`config.mk`:
```
export PLATFORM = sky130hd
export DESIGN_NAME = egress_buffer
export DESIGN_NICKNAME = d
export VERILOG_FILES = /design/src/rtl/egress_buffer.sv
export SDC_FILE = /design/constraint.sdc
export NUM_CORES = 1
export LEC_CHECK = 0
export BUFFER_PORTS_ARGS = -buffer_cell sky130_fd_sc_hd__clkbuf_2
export CAP_MARGIN = 40
export CORE_UTILIZATION = 45
export CTS_BUF_LIST = sky130_fd_sc_hd__clkbuf_2 sky130_fd_sc_hd__clkbuf_4 sky130_fd_sc_hd__clkbuf_8
export CTS_CLUSTER_SIZE = 10
export DETAILED_ROUTE_END_ITERATION = 8
export GPL_TIMING_DRIVEN = 0
export PLACE_DENSITY = 0.66
export REMOVE_ABC_BUFFERS = 1
export SLEW_MARGIN = 15
export SYNTH_ARGS = -nofsm -noshare
export SYNTH_HDL_FRONTEND = slang
export SYNTH_SLANG_ARGS = --single-unit
```
`constraint.sdc`:
```
create_clock -name clk -period 4.29 [get_ports clk]
set_input_delay 0.6435 -clock clk [delete_from_list [all_inputs] [get_ports clk]]
set_output_delay 0.6435 -clock clk [all_outputs]
set_load 0.03 [all_outputs]
```
`src/rtl/egress_buffer.sv`:
```
// Per-port egress FIFO behind the fabric output mux: filters packets by target,
// drains first-word-fall-through over valid/ready, and tracks drops and misroutes.
module egress_buffer #(
    parameter int DEPTH      = 4,
    parameter int PORT_ID    = 0,
    parameter int ADDR_WIDTH = 4,
    parameter int DATA_WIDTH = 8,
    parameter int CNT_WIDTH  = 8
) (
    input  logic                      clk,
    input  logic                      rst,
    input  logic                      in_valid,
    input  logic [ADDR_WIDTH-1:0]     in_source,
    input  logic [ADDR_WIDTH-1:0]     in_target,
    input  logic [DATA_WIDTH-1:0]     in_data,
    output logic                      out_valid,
    input  logic                      out_ready,
    output logic [ADDR_WIDTH-1:0]     out_source,
    output logic [ADDR_WIDTH-1:0]     out_target,
    output logic [DATA_WIDTH-1:0]     out_data,
    output logic [$clog2(DEPTH):0]    count,
    output logic                      full,
    output logic                      empty,
    output logic [CNT_WIDTH-1:0]      drop_cnt,
    output logic [CNT_WIDTH-1:0]      misroute_cnt
);

    localparam int PTR_W = $clog2(DEPTH);
    localparam int CW    = PTR_W + 1;
    localparam logic [ADDR_WIDTH-1:0] PORT_MASK = ADDR_WIDTH'(1) << PORT_ID;

    logic [ADDR_WIDTH-1:0] src_mem  [DEPTH];
    logic [ADDR_WIDTH-1:0] tgt_mem  [DEPTH];
    logic [DATA_WIDTH-1:0] data_mem [DEPTH];

    logic [PTR_W-1:0]     head_q, head_d;
    logic [PTR_W-1:0]     tail_q, tail_d;
    logic [CW-1:0]        count_q, count_d;
    logic [CNT_WIDTH-1:0] drop_q, drop_d;
    logic [CNT_WIDTH-1:0] mis_q, mis_d;

    logic match, push, pop, drop, misroute;

    assign empty     = (count_q == '0);
    assign full      = (count_q == CW'(DEPTH));
    assign out_valid = !empty;
    assign match     = (in_target == PORT_MASK);
    assign pop       = out_valid & out_ready;
    // A pop frees the slot in the same cycle, so a full FIFO still accepts.
    assign push      = in_valid & match & (!full | pop);
    assign drop      = in_valid & match & full & !pop;
    assign misroute  = in_valid & !match;

    assign out_source   = src_mem[head_q];
    assign out_target   = tgt_mem[head_q];
    assign out_data     = data_mem[head_q];
    assign count        = count_q;
    assign drop_cnt     = drop_q;
    assign misroute_cnt = mis_q;

    always_comb begin
        head_d  = head_q;
        tail_d  = tail_q;
        count_d = count_q;
        drop_d  = drop_q;
        mis_d   = mis_q;
        if (push) tail_d = tail_q + PTR_W'(1);
        if (pop)  head_d = head_q + PTR_W'(1);
        case ({push, pop})
            2'b10:   count_d = count_q + CW'(1);
            2'b01:   count_d = count_q - CW'(1);
            default: count_d = count_q;
        endcase
        if (drop && drop_q != '1)   drop_d = drop_q + CNT_WIDTH'(1);
        if (misroute && mis_q != '1) mis_d = mis_q + CNT_WIDTH'(1);
    end

    always_ff @(posedge clk) begin
        if (rst) begin
            head_q  <= '0;
            tail_q  <= '0;
            count_q <= '0;
            drop_q  <= '0;
            mis_q   <= '0;
        end else begin
            head_q  <= head_d;
            tail_q  <= tail_d;
            count_q <= count_d;
            drop_q  <= drop_d;
            mis_q   <= mis_d;
        end
    end

    // Storage is not reset; the write is gated by rst so a reset-cycle packet is never kept.
    always_ff @(posedge clk) begin
        if (push && !rst) begin
            src_mem[tail_q]  <= in_source;
            tgt_mem[tail_q]  <= in_target;
            data_mem[tail_q] <= in_data;
        end
    end

endmodule

```
==> impl_metrics.tcl, run 1 <==
set metrics [dict create \
    critical-path-max-stage-delay_ns 0.71 \
    critPathTopFamily "simple AND/OR/NAND/NOR gates" \
    rsz0062_at_grt "false" \
    ys.flop_type "edfxtp_1" \
    final_nets 330 \
    ctsResizeCount 0 \
    dr_wl_met2_mm 3.021 \
    grt_usage 0.1587 \
    wl_met3_microns 368 \
    worst-path-buf-inv 1 \
    drive_gt1_frac 0.3117 \
    setup_tns_ns 0 \
    hp-class "reg -> reg" \
    crit_path_end_kind "flip-flop" \
    crit_fanout 16 \
    routed-via-count 2252 \
    dieArea_sq_mm 0.008637 \
    syn_inst 248 \
    final_max_slew_viol_count 0 \
    dpl_worst_slack_ns 1.118 \
    clk_latency_ns 0.35 \
    numCtsBuffers 9 \
    wl_mm 6.321 \
    cts_max_path_buffers 2 \
    arrival_ns 2.73 \
    topRoutingLayerUsed "met4" \
    clkTransAtPathRegs_ns 0.08 \
    grt_pass1_vias 2203 \
    grt_max_degree 29 \
    hold_buffers 0 \
    yosys_warnings 0 \
    peakVddDrop_v 0.0001599 \
    avgSynthCellArea_sq_um 15.00 \
    met1_length_mm 2.854 \
    start_util 0.4742 \
    cp_slowest_cell "or4b_1" \
    path_class "in -> reg" \
    cp-start-kind "input port" \
    final-setup-viol-count 0 \
    ios 58 \
    crit_required_ns 4.26 \
    fill_cells 684 \
    hpwl_mm 4.153 \
    antenna_cells 0 \
    cts_tree "done" \
    fin_crit_ns 2.758 \
    cts.sinks 89 \
    grt_first_pass_wirelength_mm 10.31 \
    place.gp.congestion 0.8432 \
    worst_pin_slew_ns 0.8389 \
    avgViaCountPerCell 5.493 \
    drcViolationCount 0 \
    htreeDepth 3 \
    powerDensity_mw_per_mm2 347.3 \
    syn_to_final_growth_pct 14.36 \
    yosys.cell_types.count 46 \
    async_reset_ff_frac 0 \
    antenna_found_initial 0 \
    leakagePower_uw 0.001448 \
    slew_headroom 0.4407 \
    ant_nets 0 \
    mappedNetlistArea_sq_mm 0.003721 \
    die_h_microns 92.94 \
    cap_violations 0 \
    synth_edf_count 64 \
    layout_setup_ws_ns 1.532 \
    first_iter_violations 55 \
    period_share 0.6430 \
    rows 32 \
    hold_viol_final 0 \
    grt-ovfl-total 0 \
    crit_path_cell_trace "clkbuf_2, or4b_1, or3_4, nor2_4, and2_1" \
    ys_ff_latch 89 \
    timing.fmax_mhz 362.5 \
    die_w_microns 92.94 \
    postCtsSetupRepairBufs 0 \
    power_uw 1478 \
    status "complete, no violations" \
    root_buffer "clkbuf_8" \
    core-area_sq_mm 0.007848 \
    synth_seq_area_share 0.6510 \
    portBuffers 57 \
    dr.pass1.iters 4 \
    finClkSkew_ns 0.01301 \
    wl_per_cell_microns 15.42 \
]
==> path summary, 6_finish.rpt <==
kind | start | end | slack, ns | cells past startpoint
min | drop_cnt[6]$_SDFFE_PP0P_ | drop_cnt[6]$_SDFFE_PP0P_ | 0.50 | 2
max | in_target[1] | data_mem[1][4]$_DFFE_PP_ | 1.53 | 5
max reg2reg | count[0]$_SDFFE_PP0P_ | count[2]$_SDFFE_PP0P_ | 2.02 | 7
min reg2reg | drop_cnt[6]$_SDFFE_PP0P_ | drop_cnt[6]$_SDFFE_PP0P_ | 0.50 | 2
==> cells by family (layout without fill, tap and decap cells) <==
logic type | count (synthesis) | after routing | share of synthesized area
buffers and inverters | 23 | 83 | 0.02589
AOI/OAI and AO/OA | 36 | 36 | 0.06053
and+or+nand+nor | 68 | 68 | 0.1173
xor gates and xnor gates | 5 | 5 | 0.01177
DFF | 89 | 89 | 0.6510
muxes | 20 | 20 | 0.1079
adders and majority gates | 7 | 7 | 0.02555
==> power by group <==
part,internal (uW),switching (uW),total (uW)
registers,922,4.59,927
logic,18.9,38.2,57.1
clock network,208,286,494
total,1150,328,1480
==> worst reg2reg max path, cell delays in order, from the launching register on <==
cell      delay, ns
dfxtp_1        0.49
or3_1          0.26
nand3_1        0.12
fa_1           0.44
nand2_1        0.09
a21oi_1        0.04
or4b_2         0.65
o311ai_1       0.09
==> state kept, by name, summed over array words and instances, names as in the netlist, named ones only <==
name	cells
data_mem	32
src_mem	16
tgt_mem	16
drop_cnt	8
misroute_cnt	8
count	3
head_q	2
tail_q	2
==> Yosys cell counts (2+ instances only) <==
cell type	n	area share
edfxtp_1	64	0.52
dfxtp_1	25	0.13
mux4_2	16	0.097
a21oi_1	15	0.020
nand3_1	11	0.015
inv_1	9	0.0091
nor2_1	9	0.0091
o21ai_0	9	0.012
clkbuf_1	7	0.0071
nand2_1	7	0.0071
or3_1	7	0.012
ha_1	6	0.020
or4_1	6	0.012
buf_2	5	0.0067
o31ai_1	5	0.010
and2_1	4	0.0067
nor4_1	4	0.0067
mux2i_1	3	0.0081
xor2_1	3	0.0071
a41oi_1	2	0.0047
and4_1	2	0.0047
nand4_1	2	0.0034
nor3_1	2	0.0027
nor3b_1	2	0.0040
xnor2_1	2	0.0047
==> final cells by class <==
class                      count  area, sq um  share of cell area
sequential                    89         2422              0.5692
multi-input combinational    136         1202              0.2826
timing repair buffer          58        300.3             0.07057
tap                          102        127.6             0.02999
clock buffer                   9        123.9             0.02911
clock inverter                 7        45.04             0.01059
inverter                       9        33.78            0.007939
==> per-stage QoR <==
| stage | cells | instance area [sq um] | util | hold WS (ns) |
|---|---|---|---|---|
| 2_1_floorplan | 234 | 3659 | - | 0.4847 |
| 3_3_place_gp | 393 | 4071 | 0.5188 | 0.4773 |
| 3_5_place_dp | 394 | 4086 | 0.5207 | 0.4868 |
| 4_1_cts | 410 | 4255 | 0.5423 | 0.5009 |
| 5_1_grt | 410 | 4255 | 0.5423 | 0.4982 |
| 6_report | 410 | 4255 | 0.5423 | 0.5015 |
==> placed cells by master (no fill, tap or decap), drive strengths merged, types with 2 or more instances in the layout <==
cell type  instances
edfxtp            64
mux4              16
nor2              10
o21ai              9
nand2              7
and4               2
or4                6
dfxtp             25
or3                8
nor4b              3
clkbuf            66
nor3               2
o31ai              5
a41oi              2
nor3b              2
a21oi             15
xnor2              2
nand4              2
nand3             12
and2               4
or4b               2
nor4               4
clkinvlp           2
inv               10
ha                 6
xor2               3
clkinv             4
mux2i              3
==> layer usage <==
| metal | global-route usage | vias to the layer above |
|---|---|---|
| met5 | 0 | - |
| met4 | 0.06538 | 0 |
| met3 | 0.03530 | 8 |
| met2 | 0.2592 | 64 |
| met1 | 0.2047 | 1097 |
| li1 | - | 1083 |
Power figures use the tool's default switching activity.
==> run 2, diff against run 1 <==
PLACE_DENSITY = 0.68   (was 0.66)
clock period = 2.3 ns   (was 4.29 ns; I/O delays follow)
==> impl_metrics.tcl, run 2 (same netlist as run 1, synthesis figures left out) <==
set metrics [dict create \
    numCtsBuffers 9 \
    wl_mm 6.474 \
    final_max_slew_viol_count 0 \
    timing.fmax_mhz 455.0 \
    hp-start "in_source[1]" \
    antenna_cells 0 \
    hp-class "in -> reg" \
    slew_headroom 0.4526 \
    core-area_sq_mm 0.007848 \
    grt_usage 0.1632 \
    r2r-start "count[2]$_SDFFE_PP0P_" \
    die_h_microns 92.94 \
    wl_per_cell_microns 15.75 \
    cp-start-kind "input port" \
    max_flop_register "data_mem" \
    largest_reg_flops 32 \
    arrival_ns 2.19 \
    cp_slowest_cell "or4b_1" \
    htreeDepth 3 \
    layout_setup_ws_ns 0.1021 \
    portBuffers 57 \
    grt_pass1_vias 2210 \
    leakagePower_uw 0.001463 \
    path_class "in -> reg" \
    worst-path-buf-inv 1 \
    finClkSkew_ns 0.004024 \
    routed-via-count 2252 \
    dr.pass1.iters 4 \
    start_util 0.4742 \
    hold_depth 1 \
    peakVddDrop_v 0.0004122 \
    layout_commonest_cell "edfxtp_1" \
    antenna_found_initial 0 \
    worst-r2r-setup-slack_ns 0.15 \
    syn_to_final_growth_pct 15.23 \
    root_buffer "clkbuf_8" \
    status "complete, no violations" \
    dieArea_sq_mm 0.008637 \
    grt-ovfl-total 0 \
    crit_path_end_kind "flip-flop" \
    ios 58 \
    dpl_worst_slack_ns -0.5764 \
    first_iter_violations 88 \
    rows 32 \
    min_to "src_mem[2][1]$_DFFE_PP_" \
    final-setup-viol-count 0 \
    grt_max_degree 29 \
    grt_first_pass_wirelength_mm 10.63 \
    clkTransAtPathRegs_ns 0.09 \
    drive_gt1_frac 0.3463 \
    die_w_microns 92.94 \
    period_share 0.9556 \
    top_regs "data_mem: 32 flops, src_mem: 16 flops, tgt_mem: 16 flops" \
    critical-path-max-stage-delay_ns 0.70 \
    final_nets 331 \
    placed_area_sq_mm 0.004083 \
    cts.sinks 89 \
    cap_violations 0 \
    finalInstanceArea_sq_mm 0.004288 \
    cts_tree "done" \
    hpwl_mm 4.310 \
    crit_fanout 16 \
    critPathTopFamily "simple AND/OR/NAND/NOR gates" \
    crit_required_ns 2.30 \
    rsz0062_at_grt "false" \
    place.gp.congestion 0.9153 \
    worst_pin_slew_ns 0.8175 \
    crit_path_cell_trace "clkbuf_2, or4b_1, or3_4, nor2_4, and2_2" \
    ant_nets 0 \
    hold_viol_final 0 \
    clk_latency_ns 0.34 \
    power_uw 2789 \
    avgViaCountPerCell 5.479 \
    rr_endpoint "count[1]$_SDFFE_PP0P_" \
    powerDensity_mw_per_mm2 650.6 \
    fin_crit_ns 2.198 \
    most-common-layout-cells "edfxtp_1, clkbuf_2, dfxtp_1" \
    reg2regPathDepth 6 \
    cts_max_path_buffers 2 \
    drcViolationCount 0 \
]
run 2: cell types whose count changed in the layout (fill, tap and decap cells not counted), sizes merged:
cell / delta
clkbuf: +2
clkinv: -2
buf: +1
run 2: final cells by class:
type | count | area (sq um)
Multi-Input combinational cell | 136 | 1214
Inverter | 9 | 33.78
Fill cell | 671 | 3560
Clock inverter | 5 | 41.29
Sequential cell | 89 | 2429
Timing Repair Buffer | 59 | 304.0
Tap cell | 102 | 127.6
Clock buffer | 11 | 138.9
run 2: worst max-delay path by stage:
stage	from	to	slack [ns]	cells past startpoint
after floorplan	count[0]$_SDFFE_PP0P_	count[2]$_SDFFE_PP0P_	-0.16	7
after global placement	in_target[1]	data_mem[0][0]$_DFFE_PP_	-0.55	5
after detailed placement	in_target[1]	data_mem[0][0]$_DFFE_PP_	-0.58	5
after CTS	count[2]$_SDFFE_PP0P_	count[1]$_SDFFE_PP0P_	0.01	6
after global routing	flip-flop	out_target[1]	0.01	2
final	in_target[1]	tgt_mem[1][2]$_DFFE_PP_	0.10	5
run 2: per-layer routing:
layer / up-vias / GRT usage / part of all wire
met5: - / 0 / 0
met4: 0 / 0.05513 / 0.0079
met3: 5 / 0.05255 / 0.058
met2: 68 / 0.2739 / 0.50
met1: 1093 / 0.1981 / 0.44
li1: 1086 / - / -
run 2: what timing repair did:
item / in CTS / in global routing
resized for setup: 5 / 5
pin swaps: 1 / 1
endpoints found under the setup margin: 80 / 23
buffers inserted: 1 / 0
hold buffers: 0 / 0
run 2: through the flow:
step / hold WS (ns) / TNS (ns) / util / instances
global placement: 0.4783 / -34.63 / 0.5188 / 393
finish: 0.2187 / 0 / 0.5464 / 411
global route: 0.1941 / 0 / 0.5464 / 411
CTS: 0.2000 / 0 / 0.5450 / 411
floorplan: 0.4141 / -0.3646 / - / 234
detailed placement: 0.4812 / -35.87 / 0.5202 / 394
run 2: where the power goes:
part | internal [uW] | leakage [uW] | switching, uW
logic | 36.1 | 0.000597 | 71.5
registers | 1720 | 0.000779 | 8.69
clock network | 424 | 0.0000870 | 530
total | 2180 | 0.00146 | 610
